### src/rtl/cam_cfg_seq.sv
// Power-up camera register sequencer: walks a write ROM and hands each word to the I2C engine.
// Optional ack watchdog with retries is enabled by defining CAM_CFG_TIMEOUT_EN.
module cam_cfg_seq #(
  parameter logic [15:0] LUT_SIZE     = 16'd256,
  parameter logic [15:0] PWRUP_CYCLES = 16'd4000
`ifdef CAM_CFG_TIMEOUT_EN
  ,
  parameter logic [7:0]  TIMEOUT      = 8'd64,
  parameter logic [1:0]  MAX_RETRY    = 2'd3
`endif
) (
  input  logic        clk_20k,
  input  logic        rst_100,
  input  logic        start,
  input  logic        i2c_ack,
  output logic [31:0] cfg_data,
  output logic        i2c_req,
  output logic [15:0] cfg_index,
  output logic        cfg_busy,
  output logic        cfg_done,
  output logic        cfg_err
);

  typedef enum logic [2:0] {
    PWRUP, LOAD, REQ_LOW, REQ_HIGH, DELAY, NEXT, DONE
  } state_t;

  state_t      state;
  logic [15:0] cnt;
  logic [31:0] rom_word;
  logic [15:0] dly_last;

`ifdef CAM_CFG_TIMEOUT_EN
  logic [7:0]  wdog;
  logic [1:0]  retry;
`else
  assign cfg_err = 1'b0;
`endif

  // Write words are {dev_addr, reg_addr, data}; dev_addr 8'hFF marks a wait of data[15:0] cycles.
  always_comb begin
    rom_word = 32'hFF00_0000;
    case (cfg_index)
      16'd0:   rom_word = 32'h7830_0882;
      16'd1:   rom_word = 32'hFF00_0FA0;
      16'd2:   rom_word = 32'h7830_0842;
      default: rom_word = 32'hFF00_0000;
    endcase
  end

  // A zero-length wait still occupies one DELAY cycle.
  assign dly_last = (cfg_data[15:0] == 16'd0) ? 16'd0 : cfg_data[15:0] - 16'd1;

  always_ff @(posedge clk_20k or negedge rst_100) begin
    if (!rst_100) begin
      state     <= PWRUP;
      cnt       <= 16'd0;
      cfg_data  <= 32'd0;
      i2c_req   <= 1'b0;
      cfg_index <= 16'd0;
      cfg_busy  <= 1'b1;
      cfg_done  <= 1'b0;
`ifdef CAM_CFG_TIMEOUT_EN
      cfg_err   <= 1'b0;
      wdog      <= 8'd0;
      retry     <= 2'd0;
`endif
    end else if (start) begin
      // Restart abandons any write in flight; dropping req re-arms the engine.
      state     <= PWRUP;
      cnt       <= 16'd0;
      i2c_req   <= 1'b0;
      cfg_index <= 16'd0;
      cfg_busy  <= 1'b1;
      cfg_done  <= 1'b0;
`ifdef CAM_CFG_TIMEOUT_EN
      cfg_err   <= 1'b0;
      wdog      <= 8'd0;
      retry     <= 2'd0;
`endif
    end else begin
      case (state)
        PWRUP: begin
          if (cnt == PWRUP_CYCLES - 16'd1) begin
            cnt   <= 16'd0;
            state <= LOAD;
          end else begin
            cnt <= cnt + 16'd1;
          end
        end
        LOAD: begin
          cfg_data <= rom_word;
          cnt      <= 16'd0;
`ifdef CAM_CFG_TIMEOUT_EN
          retry    <= 2'd0;
`endif
          state    <= (rom_word[31:24] == 8'hFF) ? DELAY : REQ_LOW;
        end
        REQ_LOW: begin
          // Two low cycles clear the engine's bit counter and any stale ack.
          if (cnt == 16'd1) begin
            cnt     <= 16'd0;
            i2c_req <= 1'b1;
`ifdef CAM_CFG_TIMEOUT_EN
            wdog    <= 8'd0;
`endif
            state   <= REQ_HIGH;
          end else begin
            cnt <= cnt + 16'd1;
          end
        end
        REQ_HIGH: begin
          if (i2c_ack) begin
            i2c_req <= 1'b0;
            state   <= NEXT;
          end
`ifdef CAM_CFG_TIMEOUT_EN
          else if (wdog == TIMEOUT - 8'd1) begin
            i2c_req <= 1'b0;
            wdog    <= 8'd0;
            if (retry == MAX_RETRY) begin
              cfg_err <= 1'b1;
              state   <= NEXT;
            end else begin
              retry <= retry + 2'd1;
              cnt   <= 16'd0;
              state <= REQ_LOW;
            end
          end else begin
            wdog <= wdog + 8'd1;
          end
`endif
        end
        DELAY: begin
          if (cnt == dly_last) begin
            cnt   <= 16'd0;
            state <= NEXT;
          end else begin
            cnt <= cnt + 16'd1;
          end
        end
        NEXT: begin
          i2c_req <= 1'b0;
          if (cfg_index == LUT_SIZE - 16'd1) begin
            cfg_busy <= 1'b0;
            cfg_done <= 1'b1;
            state    <= DONE;
          end else begin
            cfg_index <= cfg_index + 16'd1;
            state     <= LOAD;
          end
        end
        DONE: begin
          i2c_req  <= 1'b0;
          cfg_busy <= 1'b0;
          cfg_done <= 1'b1;
        end
        default: state <= PWRUP;
      endcase
    end
  end

endmodule

### config.mk
export PLATFORM = sky130hd
export DESIGN_NAME = cam_cfg_seq
export DESIGN_NICKNAME = d
export VERILOG_FILES = /design/src/rtl/cam_cfg_seq.sv
export SDC_FILE = /design/constraint.sdc
export NUM_CORES = 1
export LEC_CHECK = 0
export CAP_MARGIN = 20
export CORE_ASPECT_RATIO = 1.5
export CORE_UTILIZATION = 57
export CTS_CLUSTER_DIAMETER = 30
export DETAILED_ROUTE_END_ITERATION = 12
export PLACE_DENSITY_LB_ADDON = 0.1
export SYNTH_ARGS = -nofsm -noshare
export SYNTH_HDL_FRONTEND = slang
export SYNTH_SLANG_ARGS = --single-unit
### constraint.sdc
create_clock -name clk_20k -period 8.95 [get_ports clk_20k]
set_input_delay 1.3425 -clock clk_20k [delete_from_list [all_inputs] [get_ports clk_20k]]
set_output_delay 1.3425 -clock clk_20k [all_outputs]
set_load 0.02 [all_outputs]
==> metrics.md, run 1 <==
| Metric | Value |
|---|---|
| Tmin final | `4.12 ns` |
| Fin. Hold Viols | `0` |
| I/O Pins | `56` |
| Largest net degree at the start of global routing | `46` |
| # DRC | `0` |
| Critical path's largest stage delay | `0.89 ns` |
| CTS tree | `built` |
| Crit-path cells | `clkdlybuf4s50_1 -> or3_1 -> nor2_1 -> o32a_1 -> nand3b_2 -> o311ai_0` |
| Max FO, Critical Path | `26` |
| Clock Latency Late Sink | `0.29 ns` |
| Yosys warns | `0` |
| Slowest CP cell | `clkdlybuf4s50_1` |
| TritonCTS buffer count | `5` |
| Routed len/inst | `15.0 um` |
| Final Setup Violations | `0` |
| Max VDD drop | `0.0000707 V` |
| Mean post-synth cell area | `8.16 um2` |
| Routed vias/inst | `5.88` |
| Post-synth cell types | `56` |
| Post-DRT Antenna Nets | `0` |
| Data arrival, critical path | `4.30 ns` |
| Die Y | `93.0 um` |
| P_leak | `1.45 nW` |
| Sequential area share after synthesis | `0.358` |
| Row count | `32` |
| GRT overflow | `0` |
| Core Util, Final | `0.674` |
| Vias in the first global route | `2645` |
| Post-Synthesis Cell Area | `3150 um2` |
| DRT iter0 DRCs | `181` |
| Ys flop type | `dfrtp_1` |
| Ys async rst share | `1.00` |
| Worst setup SP type | `input pin` |
| Kind of critical path | `input pin to flop` |
| Drt pass-1 iters | `4` |
| Hold_ws | `0.511 ns` |
| Post-CTS Hold Buffers | `0` |
| RSZ-0062 raised after global routing | `no` |
| Mapped Cells | `386` |
| H-tree depth | `2` |
| HP Class | `flop to flop` |
| M1 GR Usage | `0.286` |
| PortBufs | `40` |
| Synth-to-layout area growth | `12.3%` |
| Slew margin rel. | `0.379` |
| FF+latch count, synth | `45` |
| Fraction of layout instances using a drive strength above 1 | `0.0517` |
| Core area | `5250 um2` |
| Final period util | `0.461` |
| Worst-Margin Slew | `0.928 ns` |
| Critical Path Sink Type | `flop` |
| GP Congestion | `0.807` |
| Final max-slew violation count | `0` |
| Post-synth EDFFs | `0` |
| Status | `finished clean` |
| Total GRT Usage | `0.257` |
| Skew final | `0.00182 ns` |
| CTS Root Buffer Type | `clkbuf_8` |
| Vias | `2787` |
| Worst path required time | `9.12 ns` |
| Starting Density | `0.600` |
| Initial antenna violation count | `0` |
| Grt met2 use | `0.470` |
| Post CTS Setup Buffer Count | `0` |
| Power density over the cells | `122 nW/um2` |
| Dpl hpwl | `5100 um` |
| Layout Nets | `417` |
| Die area | `5830 um2` |
| Clock slew at reported path FFs | `0.08 ns` |
| Longest Clk Path Bufs | `2` |
| GR Util met3 | `0.0317` |
| Busiest grt layer | `met2` |
| Max-cap viol count | `0` |
| Detailed Route WL | `7090 um` |
| Post_cts resized | `0` |
| First-pass GRT wire length | `12000 um` |
| Setup Total Neg Slack | `0 ns` |
| Die W | `62.7 um` |
| # diodes | `0` |
| CTS sink cnt | `45` |
| Fmax | `243 MHz` |
-- metal layers --
metal | wire, um | vias up
met5 | 0 | -
li1 | - | 1364
met1 | 2890 | 1340
met2 | 3770 | 63
met3 | 213 | 20
met4 | 221 | 0
-- stage by stage --
step	std cells	instance area [um2]	power (W)	setup slack, ns
global route	474	3540	0.000451	4.64
detailed placement	465	3410	0.000296	4.55
CTS	473	3510	0.000435	4.84
finish	474	3540	0.000431	4.83
floorplan	400	3200	0.000288	5.74
global placement	465	3410	0.000294	4.64
-- where the power goes --
part,internal [W],switching (W),leakage [nW]
logic,0.0000301,0.0000502,0.770
clock network,0.0000698,0.0000673,0.0542
registers,0.000207,0.00000673,0.623
total,0.000307,0.000124,1.45
-- path summary, 6_finish.rpt --
kind,start,to,slack (ns),cells past startpoint
worst max-delay path,start,cnt[15],4.83,6
worst min-delay path,cfg_done,cfg_done,0.51,2
worst max register to register,cfg_data[21],cnt[15],5.60,9
worst min register to register,cfg_done,cfg_done,0.51,2
max in group asynchronous,rst_100,cfg_busy,7.34,2
min in group asynchronous,rst_100,cnt[10],1.03,1
-- layout by cell type (no fill, tap or decap), types with 4 or more instances in the layout --
| cell type | count |
|---|---|
| a21oi_1 | 7 |
| a31oi_1 | 8 |
| and3_1 | 8 |
| clkbuf_8 | 7 |
| clkdlybuf4s50_1 | 39 |
| conb_1 | 15 |
| dfrtp_1 | 44 |
| ha_1 | 8 |
| inv_1 | 18 |
| nand2_1 | 49 |
| nand2b_1 | 6 |
| nand3_1 | 22 |
| nand4_1 | 10 |
| nor2_1 | 38 |
| nor3_1 | 17 |
| nor4_1 | 6 |
| o21ai_0 | 15 |
| o22ai_1 | 8 |
| o31ai_1 | 6 |
| or3_1 | 4 |
| xnor2_1 | 9 |
| xor2_1 | 8 |
-- cell usage after synthesis (4+ instances only) --
library cell,n,share of area
a21oi_1,7,0.011
buf_4,26,0.062
ha_1,8,0.032
xor2_1,8,0.022
nand4_1,10,0.020
nor4_1,6,0.012
clkbuf_1,14,0.017
xnor2_1,9,0.025
inv_1,18,0.021
dfrtp_1,44,0.35
nor3_1,17,0.027
nand3_1,22,0.035
o31ai_1,6,0.014
nand2_1,49,0.058
o21ai_0,15,0.024
and3_1,8,0.016
or3_1,4,0.0079
nand2b_1,6,0.012
nor2_1,38,0.045
o22ai_1,8,0.016
a31oi_1,8,0.016
-- cell families after synthesis --
kind of cell,synth area share
compound gates,0.150
xor+xnor,0.0473
fa+ha+maj,0.0318
buf+inv,0.111
flops,0.358
mux,0.0135
other cells,0.00119
simple gates,0.287
-- registers in the layout, summed over array words and instances (netlist names) --
signal	flops
cfg_done	1
cfg_data	7
cnt	16
state	3
cfg_index	16
i2c_req	1
cfg_busy	1
-- area by class of cell --
class | count | area [um2]
multi-input cells | 293 | 1720
fillers | 463 | 1710
flip-flops and latches | 45 | 1130
repair buffers | 42 | 430
clock buffers | 7 | 96.3
well taps | 68 | 85.1
inverters | 18 | 67.6
clock inverters | 1 | 5.00
-- worst max-delay path: cells and delay by family --
family | cells | cell delay (ns)
AND/OR/NAND/NOR | 3 | 1.06
AO/OA/AOI/OAI | 2 | 0.99
buffers and inverters | 1 | 0.89
Note: power is estimated with default switching activity, not from simulation.
==> inputs of run 2 (changes only) <==
CORE_UTILIZATION = 53   (was 57)
clock period = 4.05 ns   (was 8.95 ns; I/O delays follow)
==> run 2 against run 1 <==
  * Final cell count is 1.1% higher
  * Global-route usage shrank 2.2 points
  * Clock-buffer cell count fell by 1
  * Die area rose by 7.3%
  * Critical path depth rose by 3
  * Non-clock buffer count rose by 1
  * First-iteration DRC count increased by 44%
  * Power is 130% higher
  * Clock power grew to 2.5 times the previous value
  * Critical endpoint unchanged
==> metrics.md, run 2 (synthesis results as in run 1) <==
| Metric | Value |
|---|---|
| Status | `finished clean` |
| Slowest CP cell | `or4_4` |
| Power density over the cells | `280 nW/um2` |
| Max-cap viol count | `0` |
| Starting Density | `0.544` |
| Most frequent cells in the layout | `nand2_1 (49), dfrtp_1 (44), clkdlybuf4s50_1 (39)` |
| Layout Nets | `418` |
| Vias | `2761` |
| Skew final | `0.00617 ns` |
| Reg2reg end | `cnt[15]` |
| Core area | `5790 um2` |
| Data arrival, critical path | `3.42 ns` |
| DRT iter0 DRCs | `260` |
| GP Congestion | `0.815` |
| Longest Clk Path Bufs | `2` |
| RSZ-0062 raised after global routing | `no` |
| Detailed Route WL | `7150 um` |
| H-tree depth | `2` |
| Final max-slew violation count | `0` |
| Vias in the first global route | `2444` |
| Post CTS Setup Buffer Count | `0` |
| CTS Root Buffer Type | `clkbuf_8` |
| Final period util | `0.805` |
| HP Class | `input pin to asynchronous set/reset pin` |
| I/O Pins | `56` |
| CTS sink cnt | `45` |
| Synth-to-layout area growth | `12.8%` |
| P_leak | `1.45 nW` |
| Biggest regs | `cfg_index x16, cnt x16, cfg_data x7` |
| Fraction of layout instances using a drive strength above 1 | `0.0516` |
| Clock slew at reported path FFs | `0.09 ns` |
| Post-DRT Antenna Nets | `0` |
| Commonest non-fill, non-tap cell in the layout | `nand2_1` |
| Final Setup Violations | `0` |
| Worst setup SP type | `flop` |
| Tmin final | `3.26 ns` |
| Max FO, Critical Path | `16` |
| Worst path required time | `4.21 ns` |
| CTS tree | `built` |
| R2R setup slack | `0.79 ns` |
| Reg2reg start | `cfg_data[21]` |
| Initial antenna violation count | `0` |
| Critical Path Sink Type | `flop` |
| Fin. Hold Viols | `0` |
| Post-CTS Hold Buffers | `0` |
| Critical path's largest stage delay | `0.69 ns` |
| Clock Latency Late Sink | `0.30 ns` |
| Largest net degree at the start of global routing | `46` |
| Crit-path cells | `inv_1 -> ha_1 -> or3b_2 -> o22a_1 -> o32ai_1 -> nand4_1 -> or4_4 -> nand3b_2 -> o311ai_0` |
| Core Util, Final | `0.614` |
| Worst-Margin Slew | `0.742 ns` |
| Die W | `64.9 um` |
| Max VDD drop | `0.000217 V` |
| Routed vias/inst | `5.76` |
| Fmax | `307 MHz` |
| Dpl hpwl | `5140 um` |
| # DRC | `0` |
| Slew margin rel. | `0.501` |
| Die area | `6260 um2` |
| TritonCTS buffer count | `5` |
| Routed len/inst | `14.9 um` |
| Kind of critical path | `flop to flop` |
| GRT overflow | `0` |
| Setup Total Neg Slack | `0 ns` |
| Post_cts resized | `0` |
| Total GRT Usage | `0.235` |
| Row count | `34` |
| Drt pass-1 iters | `4` |
| R2R cell count | `9` |
| Die Y | `96.4 um` |
| # diodes | `0` |
| First-pass GRT wire length | `11400 um` |
| PortBufs | `40` |
run 2: cell count changes in the layout (fill, tap and decap cells not counted):
cell	delta
clkbuf_8	-2
buf_12	+1
buf_16	-1
buf_4	+1
bufinv_16	+1
clkbuf_1	+1
clkinv_2	-1
clkinv_4	+1
run 2: final cells by class:
| type | instances | area (um2) |
|---|---|---|
| fill | 534 | 2230 |
| multi-input combinational | 293 | 1720 |
| sequential | 45 | 1130 |
| timing repair buffer | 43 | 430 |
| tap | 72 | 90.1 |
| clock buffer | 6 | 72.6 |
| inverter | 18 | 67.6 |
| clock inverter | 2 | 38.8 |
run 2: worst max path at each step:
stage                       startpoint  endpoint  slack [ns]  depth (start not counted)
final                     cfg_data[21]   cnt[15]        0.79                          9
after global routing      cfg_data[21]   cnt[15]        0.57                          9
after CTS                 cfg_data[21]   cnt[15]        0.80                          9
after detailed placement  cfg_data[21]   cnt[15]        0.80                          9
after global placement    cfg_data[21]   cnt[11]        0.90                          9
after floorplan           cfg_data[21]    cnt[2]        0.84                         12
run 2: stage by stage:
stage / total power, W / instance area (um2) / cells / hold WS (ns) / setup WS (ns)
finish: 0.000994 / 3550 / 479 / 0.179 / 0.790
global placement: 0.000655 / 3420 / 470 / 0.493 / 0.902
detailed placement: 0.000655 / 3420 / 470 / 0.491 / 0.801
global route: 0.00103 / 3550 / 479 / 0.191 / 0.573
floorplan: 0.000636 / 3200 / 400 / 0.312 / 0.836
CTS: 0.000995 / 3530 / 478 / 0.514 / 0.799
run 2: worst max-delay path: cells and delay by family (launching register included):
family,cells,cell delay (ns)
and+or+nand+nor,4,1.64
buffers and inverters,1,0.14
adders and majority gates,1,0.31
AOI/OAI and AO/OA,3,0.45
DFF,1,0.57
run 2: report_power, final:
part / leakage (nW) / switching (W) / total (W) / internal, W
Clock: 0.0554 / 0.000159 / 0.000344 / 0.000185
Sequential: 0.623 / 0.0000140 / 0.000471 / 0.000457
Combinational: 0.772 / 0.000112 / 0.000178 / 0.0000666
Total: 1.45 / 0.000284 / 0.000994 / 0.000709
run 2: layer usage:
metal,global-route usage,part of all wire,up-vias
li1,-,-,1369
met1,0.264,0.42,1328
met2,0.435,0.52,48
met3,0.0364,0.031,16
met4,0.0981,0.024,0
met5,0,0,-
